## src/rtl/load_mem_unit.sv

```systemverilog
// rtl/load_mem_unit.sv - load-path BRAM responder with sign/zero extension, result queue and CDB broadcast
module load_mem_result_q #(
  parameter int DEPTH = 4,
  parameter int W     = 36
) (
  input  logic         clk_in,
  input  logic         clr_in,
  input  logic         push_in,
  input  logic [W-1:0] push_data_in,
  input  logic         pop_in,
  output logic         valid_out,
  output logic [W-1:0] head_out
);
  localparam int PW = (DEPTH > 1) ? $clog2(DEPTH) : 1;
  localparam int CW = $clog2(DEPTH + 1);

  logic [W-1:0]  entries [DEPTH];
  logic [PW-1:0] rd_ptr;
  logic [PW-1:0] wr_ptr;
  logic [CW-1:0] count;
  logic          do_push;
  logic          do_pop;

  function automatic logic [PW-1:0] next_ptr(input logic [PW-1:0] p);
    return (p == PW'(DEPTH - 1)) ? '0 : p + 1'b1;
  endfunction

  assign do_pop    = pop_in && (count != '0);
  assign do_push   = push_in && ((count != CW'(DEPTH)) || do_pop);
  assign valid_out = (count != '0);
  assign head_out  = valid_out ? entries[rd_ptr] : '0;

  always_ff @(posedge clk_in) begin
    if (clr_in) begin
      rd_ptr <= '0;
      wr_ptr <= '0;
      count  <= '0;
    end else begin
      if (do_push) wr_ptr <= next_ptr(wr_ptr);
      if (do_pop)  rd_ptr <= next_ptr(rd_ptr);
      count <= count + CW'(do_push) - CW'(do_pop);
    end
  end

  always_ff @(posedge clk_in) begin
    if (do_push && !clr_in) entries[wr_ptr] <= push_data_in;
  end
endmodule

module load_mem_unit #(
  parameter int MEM_LATENCY  = 2,
  parameter int MEM_WORDS    = 4096,
  parameter int RESULT_DEPTH = 4
) (
  input  logic                         clk_in,
  input  logic                         rst_in,
  input  logic                         lb_valid_in,
  input  logic [31:0]                  lb_addr_in,
  input  logic [2:0]                   lb_rob_ix_in,
  input  logic [2:0]                   lb_funct3_in,
  output logic                         lb_read_out,
  input  logic                         flush_in,
  output logic                         mem_rd_en_out,
  output logic [$clog2(MEM_WORDS)-1:0] mem_addr_out,
  input  logic [31:0]                  mem_rdata_in,
  output logic                         cdb_valid_out,
  output logic [31:0]                  cdb_value_out,
  output logic [2:0]                   cdb_rob_ix_out,
  output logic                         cdb_fault_out,
  input  logic                         cdb_grant_in
);
  localparam int AW = $clog2(MEM_WORDS);
  localparam int CW = $clog2(RESULT_DEPTH + 1);
  localparam int LAST = MEM_LATENCY - 1;

  logic          kill;
  logic          pop;
  logic          accept;
  logic [CW-1:0] credits;

  logic          tag_valid [MEM_LATENCY];
  logic [2:0]    tag_rob   [MEM_LATENCY];
  logic [2:0]    tag_f3    [MEM_LATENCY];
  logic [1:0]    tag_off   [MEM_LATENCY];

  logic [7:0]    sel_byte;
  logic [15:0]   sel_half;
  logic [31:0]   ext_value;
  logic          ext_fault;
  logic          push;
  logic [35:0]   head;

  logic          unused_addr;
  assign unused_addr = ^lb_addr_in[31:AW+2];

  assign kill = rst_in || flush_in;
  assign pop  = cdb_valid_out && cdb_grant_in;

  // A pop retires its credit in the same cycle, so a full unit can accept on the grant cycle.
  assign accept      = lb_valid_in && !kill && ((credits - CW'(pop)) < CW'(RESULT_DEPTH));
  assign lb_read_out = accept;

  assign mem_rd_en_out = accept;
  assign mem_addr_out  = accept ? lb_addr_in[AW+1:2] : '0;

  always_ff @(posedge clk_in) begin
    if (rst_in || flush_in) begin
      credits <= '0;
    end else begin
      credits <= credits + CW'(accept) - CW'(pop);
    end
  end

  // Tags never stall: credits guarantee the queue has room when the data lands.
  always_ff @(posedge clk_in) begin
    if (rst_in || flush_in) begin
      for (int i = 0; i < MEM_LATENCY; i++) tag_valid[i] <= 1'b0;
    end else begin
      tag_valid[0] <= accept;
      for (int i = 1; i < MEM_LATENCY; i++) tag_valid[i] <= tag_valid[i-1];
    end
  end

  always_ff @(posedge clk_in) begin
    tag_rob[0] <= lb_rob_ix_in;
    tag_f3[0]  <= lb_funct3_in;
    tag_off[0] <= lb_addr_in[1:0];
    for (int i = 1; i < MEM_LATENCY; i++) begin
      tag_rob[i] <= tag_rob[i-1];
      tag_f3[i]  <= tag_f3[i-1];
      tag_off[i] <= tag_off[i-1];
    end
  end

  always_comb begin
    sel_byte  = mem_rdata_in[7:0];
    sel_half  = tag_off[LAST][1] ? mem_rdata_in[31:16] : mem_rdata_in[15:0];
    ext_value = '0;
    ext_fault = 1'b0;
    case (tag_off[LAST])
      2'd1:    sel_byte = mem_rdata_in[15:8];
      2'd2:    sel_byte = mem_rdata_in[23:16];
      2'd3:    sel_byte = mem_rdata_in[31:24];
      default: sel_byte = mem_rdata_in[7:0];
    endcase
    case (tag_f3[LAST])
      3'b000: ext_value = {{24{sel_byte[7]}}, sel_byte};
      3'b100: ext_value = {24'd0, sel_byte};
      3'b001: begin
        ext_value = {{16{sel_half[15]}}, sel_half};
        ext_fault = tag_off[LAST][0];
      end
      3'b101: begin
        ext_value = {16'd0, sel_half};
        ext_fault = tag_off[LAST][0];
      end
      3'b010: begin
        ext_value = mem_rdata_in;
        ext_fault = (tag_off[LAST] != 2'd0);
      end
      default: ext_fault = 1'b1;
    endcase
    if (ext_fault) ext_value = '0;
  end

  // The queue entry doubles as the extend-stage register.
  assign push = tag_valid[LAST] && !kill;

  load_mem_result_q #(
    .DEPTH (RESULT_DEPTH),
    .W     (36)
  ) u_result_q (
    .clk_in       (clk_in),
    .clr_in       (kill),
    .push_in      (push),
    .push_data_in ({ext_value, tag_rob[LAST], ext_fault}),
    .pop_in       (pop && !kill),
    .valid_out    (cdb_valid_out),
    .head_out     (head)
  );

  assign cdb_value_out  = head[35:4];
  assign cdb_rob_ix_out = head[3:1];
  assign cdb_fault_out  = head[0];
endmodule

```

## config.mk

```make
export PLATFORM = sky130hd
export DESIGN_NAME = load_mem_unit
export DESIGN_NICKNAME = d
export VERILOG_FILES = /design/src/rtl/load_mem_unit.sv
export SDC_FILE = /design/constraint.sdc
export NUM_CORES = 1
export LEC_CHECK = 0
export CORE_MARGIN = 4
export CORE_UTILIZATION = 50
export CTS_CLUSTER_DIAMETER = 60
export DETAILED_ROUTE_END_ITERATION = 10
export DONT_BUFFER_PORTS = 1
export PLACE_DENSITY = 0.73
export SLEW_MARGIN = 20
export SYNTH_ARGS = -nofsm -noshare
export SYNTH_HDL_FRONTEND = slang
export SYNTH_SLANG_ARGS = --single-unit
export TNS_END_PERCENT = 5
```

## constraint.sdc

```tcl
create_clock -name clk_in -period 2.8 [get_ports clk_in]
set_input_delay 0.14 -clock clk_in [delete_from_list [all_inputs] [get_ports clk_in]]
set_output_delay 0.14 -clock clk_in [all_outputs]
set_load 0.005 [all_outputs]
```

==> flow_summary_export.csv, run 1 <==
group,metric,value,unit
finish,multi_input_area,2318,um^2
sta,slew_viol_final,0,
floorplanning,die_area,16960,um^2
finish,seqCellArea,4926,um^2
sta,timing.fmax,407.6,MHz
worst_setup_path,path_class,"flop to output port",
finish,drive_gt1_share,21.47,%
placement,portBuffers,0,
synthesis,yosysSeqAreaShare,65.92,%
routing,drc,0,
finish,fillers,1112,
sta,worst_pin_slew,0.8675,ns
grt,grt_max_degree,38,
pwr,switching_share,19.10,%
clock_tree,cts_buffer_depth,2,
pwr,power_density,629.9,nW/um^2
hold_path,hold_depth,3,
routing,drt_iter0_markers,210,
finish,syn_to_final_growth,11.92,%
finish,fin_util,57.32,%
floorplanning,die_w,130.2,um
worst_setup_path,slowest_delay,0.36,ns
pwr,seqPwrFrac,53.8,%
worst_setup_path,reg2reg_from,"u_result_q.count[2]$_SDFF_PP0_",
synthesis,syn_area_per_cell,16.53,um^2
placement,hpwl,10020,um
routing,finalWirelength,14830,um
sta,finClkSkew,0.007705,ns
grt,antenna_found_initial,0,
placement,gp_congestion,0.8295,
finish,insertedDiodeCount,0,
floorplanning,coreArea,14590,um^2
floorplanning,num_io_pins,126,
synthesis,netlist_instances,452,
sta,hold_viol,0,
clock_tree,cts.reportedPaths.clkPinSlew,0.06,ns
clock_tree,clk_latency,0.42,ns
routing,antenna_left,0,
grt,grt_pass1_vias,3975,
clock_tree,post_cts_resize_count,0,
worst_setup_path,reg2reg_slack,0.36,ns
worst_setup_path,cp.depth,8,
synthesis,yosys_warnings,0,
worst_setup_path,cp.required,2.66,ns
floorplanning,die_h,130.2,um
clock_tree,clkSinkCount,174,
clock_tree,numCtsBuffers,17,
worst_setup_path,reg2reg_to,"credits[2]$_SDFF_PP0_",
job,max-cap-violations,0,
routing,drtPass1Iterations,4,
worst_setup_path,critPathLaunchType,"flop",
finish,final_cell_mix,"144 x edfxtp_1, 37 x nor2b_1, 36 x mux4_2",
worst_setup_path,reg2reg_depth,10,
pwr,peakVddDrop,0.0004269,V
synthesis,ys_ff_latch,174,
pwr,clkPwrFrac,42.8,%
floorplanning,rows,44,
worst_setup_path,cp_max_fo,14,
pwr,switching_power,1.006,mW
pwr,p_leak,2.783,nW
sta,rsz0062_at_grt,"no",
worst_setup_path,critPathBufInv,2,
worst_setup_path,endpoint_kind,"output port",
synthesis,synthesis.area,7471,um^2
clock_tree,h-tree-depth,4,
worst_setup_path,worst_path_most_repeated_cell,"ha_1",
worst_setup_path,path_cells,"o31ai_1, inv_1, ha_1, ha_1, xnor2_1, and3_1, buf_4, and2_1",
synthesis,dominantRegCellSynth,"edfxtp_1",
clock_tree,cts_tree,"done",
worst_setup_path,crit_path_end,"mem_addr_out[5]",
sta,finalSetupViolations,0,
synthesis,synthArstFlopShare,0,%
sta,fin_tns_setup,0,ns
routing,vias_per_cell,5.881,
hold_path,hold_path.class,"primary input to flop",
pwr,intPower,4.261,mW
worst_setup_path,cp.arrival,2.31,ns
synthesis,synth_cell_types,51,
sta,min_period,2.453,ns
grt,grt_overflow,0,
floorplanning,start_util,51.21,%
routing,avgRoutedWirePerCell,22.04,um
grt,grt_pass1_wl,22960,um
sta,period_share,87.62,%
worst_setup_path,startpoint,"u_result_q.count[2]$_SDFF_PP0_",
sta,slew_headroom,42.02,%
finish,layout.nets,563,
worst_setup_path,critical_path.top_delay_family,"adder cells",
status,status,"complete, no violations",
synthesis,synth_nets,539,
routing,vias,3958,
grt,track_usage,18.62,%
worst_setup_path,slowest_stage,"dfxtp_1",
pwr,p_comb_share,3.4,%
finish,final_common_cell,"edfxtp_1",
synthesis,synth-edff-count,144,
clock_tree,clock-root-buffer,"clkbuf_16",
-- layout make-up --
cell class	instances	area share [%]
Multi-Input combinational cell	239	27.73
Clock inverter	5	0.6135
Inverter	13	0.5836
Sequential cell	174	58.91
Timing Repair Buffer	31	3.142
Tap cell	184	2.753
Clock buffer	27	6.270
-- power by group through the flow --
stage	sequential, mW	combinational (mW)	clock, mW
6_report	2.83	0.179	2.26
2_1_floorplan	2.88	0.143	0
4_1_cts	2.83	0.180	2.29
5_1_grt	2.83	0.197	2.41
3_3_place_gp	2.89	0.159	0
3_5_place_dp	2.89	0.166	0
-- worst register-to-register path, cell delays in order (launching register included) --
cell and delay [ns]:
dfxtp_1 0.36, o31ai_1 0.32, inv_1 0.08, ha_1 0.20, ha_1 0.19, xnor2_1 0.14, and3_1 0.20, ha_1 0.22
fa_1 0.40, xnor2_1 0.16, nor2_1 0.05
-- registers in the layout, summed over array words and instances (netlist names), named ones only --
register and flops:
tag_rob 6, tag_off 4, u_result_q.wr_ptr 2, u_result_q.entries 144, u_result_q.count 3, tag_valid 2
tag_f3 6, u_result_q.rd_ptr 2, credits 3
-- cells by family (layout without fill, tap and decap cells) --
kind of cell / after synthesis / in the layout / synth area share (%)
mux: 53 / 53 / 13.33
flops: 174 / 174 / 65.92
xor+xnor: 4 / 4 / 0.4690
compound gates: 63 / 63 / 6.230
simple gates: 107 / 107 / 8.709
buf+inv: 39 / 76 / 3.132
fa+ha+maj: 12 / 12 / 2.211
-- Yosys cell counts (all sizes together) (3+ instances only) --
| cell type | instances | share of area (%) |
|---|---|---|
| edfxtp | 144 | 58 |
| and2 | 21 | 1.8 |
| o22ai | 13 | 1.1 |
| inv | 13 | 0.65 |
| buf | 19 | 2.1 |
| a21oi | 22 | 1.5 |
| mux2i | 8 | 1.1 |
| mux4 | 36 | 11 |
| ha | 10 | 1.7 |
| nor2b | 37 | 3.1 |
| nor2 | 13 | 0.69 |
| clkbuf | 7 | 0.37 |
| nor3 | 4 | 0.40 |
| nand2 | 16 | 0.80 |
| dfxtp | 30 | 8.0 |
| xnor2 | 3 | 0.35 |
| mux2 | 9 | 1.4 |
| a22oi | 11 | 1.3 |
| a2111oi | 5 | 0.74 |
-- per-stage QoR --
stage,area (um^2),std cells,hold slack [ns],total power [mW],setup slack [ns]
floorplan,7471,452,0.1677,3.019,0.02078
global placement,7666,629,0.1678,3.045,0.3777
detailed placement,7666,629,0.1678,3.054,0.3629
CTS,8362,673,0.003496,5.303,0.3233
global route,8362,673,0.01962,5.441,0.1054
finish,8362,673,0.01585,5.267,0.3466
-- layer usage --
metal / wire length (um) / GRT usage, %
met2: 7300 / 30.42
met4: 501 / 8.374
met3: 1320 / 6.959
met1: 5707 / 22.05
met5: 0 / 0
-- worst min path at each step --
| stage | from | slack, ns | end |
|---|---|---|---|
| after floorplan | lb_funct3_in[0] | 0.17 | tag_f3[0][0]$_DFF_P_ |
| after global placement | lb_rob_ix_in[1] | 0.17 | tag_rob[0][1]$_DFF_P_ |
| after detailed placement | lb_rob_ix_in[1] | 0.17 | tag_rob[0][1]$_DFF_P_ |
| after CTS | cdb_grant_in | 0.003 | u_result_q.wr_ptr[0]$_SDFFE_PP0N_ |
| after global routing | cdb_grant_in | 0.02 | u_result_q.wr_ptr[0]$_SDFFE_PP0N_ |
| final | cdb_grant_in | 0.02 | u_result_q.wr_ptr[0]$_SDFFE_PP0N_ |
-- timing repair --
item	4_1_cts	5_1_grt
hold buffers	12	0
buffers inserted	0	0
hold endpoints to repair	13	0
Power figures use the tool's default switching activity.
==> inputs of run 2 (changes only) <==
- GPL_TIMING_DRIVEN: not set -> 0
==> flow_summary_export.csv, run 2 (same netlist as run 1, synthesis figures left out) <==
group,metric,value,unit
status,status,"complete, no violations",
routing,drt_iter0_markers,334,
sta,slew_headroom,29.79,%
floorplanning,die_w,130.2,um
finish,top_regs,"u_result_q.entries (144), tag_f3 (6), tag_rob (6)",
floorplanning,die_h,130.2,um
clock_tree,cts_tree,"done",
routing,drtPass1Iterations,5,
clock_tree,clkSinkCount,174,
routing,met3WireLength,1251,um
routing,antenna_left,0,
worst_setup_path,reg2reg_from,"u_result_q.count[1]$_SDFF_PP0_",
hold_path,hold_depth,2,
worst_setup_path,endpoint_kind,"flop",
sta,slew_viol_final,0,
sta,finalSetupViolations,0,
finish,seqCellArea,4926,um^2
finish,fillers,1068,
clock_tree,clk_latency,0.42,ns
worst_setup_path,cp.required,3.10,ns
floorplanning,start_util,51.21,%
floorplanning,rows,44,
worst_setup_path,reg2reg_slack,0.16,ns
clock_tree,clock-root-buffer,"clkbuf_16",
placement,hpwl,10840,um
grt,grt_pass1_wl,23950,um
sta,min_period,2.644,ns
finish,design_area,8553,um^2
sta,hold_viol,0,
sta,fin_tns_setup,0,ns
sta,holdWs,0.03462,ns
routing,vias_per_cell,5.981,
sta,timing.fmax,378.2,MHz
clock_tree,numCtsBuffers,17,
sta,finClkSkew,0.01126,ns
grt,grt_pass1_vias,4276,
finish,final_common_cell,"edfxtp_1",
finish,largest_reg_flops,144,
placement,portBuffers,0,
grt,antenna_found_initial,1,
job,max-cap-violations,0,
worst_setup_path,reg2reg_depth,11,
pwr,power_density,623.8,nW/um^2
finish,fin_util,58.63,%
routing,finalWirelength,15360,um
hold_path,hold_path.class,"primary input to flop",
grt,grt_overflow,0,
worst_setup_path,critPathLaunchType,"flop",
floorplanning,die_area,16960,um^2
finish,syn_to_final_growth,14.49,%
pwr,p_leak,2.843,nW
routing,wl_met1,5945,um
routing,met2_length,7786,um
grt,track_usage,19.11,%
placement,placed_cell_area,7801,um^2
worst_setup_path,reg2reg_to,"credits[2]$_SDFF_PP0_",
pwr,total_power,5.336,mW
hold_path,hold_start,"mem_rdata_in[24]",
finish,final_cell_mix,"144 x edfxtp_1, 37 x nor2b_1, 36 x mux4_2",
placement,gp_congestion,0.8601,
clock_tree,h-tree-depth,4,
finish,layout.cells.non_filler,687,
placement,place_ws,-0.4424,ns
worst_setup_path,cp.arrival,2.94,ns
worst_setup_path,cp_max_fo,12,
pwr,peakVddDrop,0.0003890,V
finish,drive_gt1_share,24.45,%
grt,grt_max_degree,27,
worst_setup_path,path_class,"flop to flop",
placement,placed_cells,640,
sta,period_share,94.44,%
finish,multi_input_area,2331,um^2
hold_path,min_to,"u_result_q.entries[3][28]$_DFFE_PP_",
routing,drc,0,
clock_tree,cts_buffer_depth,2,
clock_tree,cts.reportedPaths.clkPinSlew,0.07,ns
sta,fin_ws,0.1558,ns
routing,vias,4109,
finish,insertedDiodeCount,0,
finish,layout.nets,577,
finish,top_register,"u_result_q.entries",
sta,worst_pin_slew,1.048,ns
floorplanning,coreArea,14590,um^2
sta,rsz0062_at_grt,"no",
routing,highest_layer,"met5",
routing,avgRoutedWirePerCell,22.36,um
floorplanning,num_io_pins,126,
==> run 2: changes by cell type in the layout (fill, tap and decap cells not counted), sizes merged <==
cell	before	now
clkinv	2	4
dlygate4sd3	12	13
bufinv	1	2
clkbuf	27	24
clkinvlp	0	4
buf	19	26
inv	15	17
==> run 2: critical path, cell delays in order (launching register included) <==
cell and delay [ns]:
dfxtp_2 0.37, o31ai_4 0.28, inv_1 0.08, ha_1 0.20, ha_1 0.19, xnor2_1 0.15, and3_1 0.21, buf_4 0.17
ha_1 0.21, fa_1 0.41, xnor2_1 0.19, nor2_1 0.05
==> run 2: power breakdown <==
group	internal, mW	switching, mW	leakage, nW	total (mW)
clock	1.33	0.982	0.277	2.31
combinational	0.0842	0.117	0.962	0.201
sequential	2.81	0.00980	1.60	2.82
total	4.23	1.11	2.84	5.34
==> run 2: metal layers <==
layer / track usage (%) / vias to the layer above
met4: 7.702 / 2
met5: 0 / -
met1: 22.99 / 2094
met3: 6.427 / 28
met2: 31.80 / 161
li1: - / 1824
==> run 2: repair_timing <==
item,4_1_cts,5_1_grt
setup endpoints to repair,14,2
buffers inserted,1,1
resized for setup,3,4
pin swaps,1,1
hold buffers,13,0
hold endpoints to repair,14,0
gates cloned,0,0
==> run 2: how the worst max path moves through the flow <==
| stage | end | depth (start not counted) | slack [ns] | start |
|---|---|---|---|---|
| floorplan | credits[1]$_SDFF_PP0_ | 10 | 0.02 | u_result_q.count[1]$_SDFF_PP0_ |
| global placement | credits[1]$_SDFF_PP0_ | 10 | -0.33 | u_result_q.count[1]$_SDFF_PP0_ |
| detailed placement | credits[1]$_SDFF_PP0_ | 10 | -0.44 | u_result_q.count[1]$_SDFF_PP0_ |
| CTS | credits[2]$_SDFF_PP0_ | 11 | 0.11 | u_result_q.count[2]$_SDFF_PP0_ |
| global route | credits[2]$_SDFF_PP0_ | 11 | 0.01 | u_result_q.count[1]$_SDFF_PP0_ |
| finish | credits[2]$_SDFF_PP0_ | 11 | 0.16 | u_result_q.count[1]$_SDFF_PP0_ |
==> run 2: final cells by class <==
type                       instances  area share (%)
sequential                       174           57.59
multi-input combinational        239           27.25
clock buffer                      18           5.018
timing repair buffer              19           2.809
tap                              184           2.692
buffer                            26           2.209
clock inverter                    14           1.858
inverter                          13          0.5705
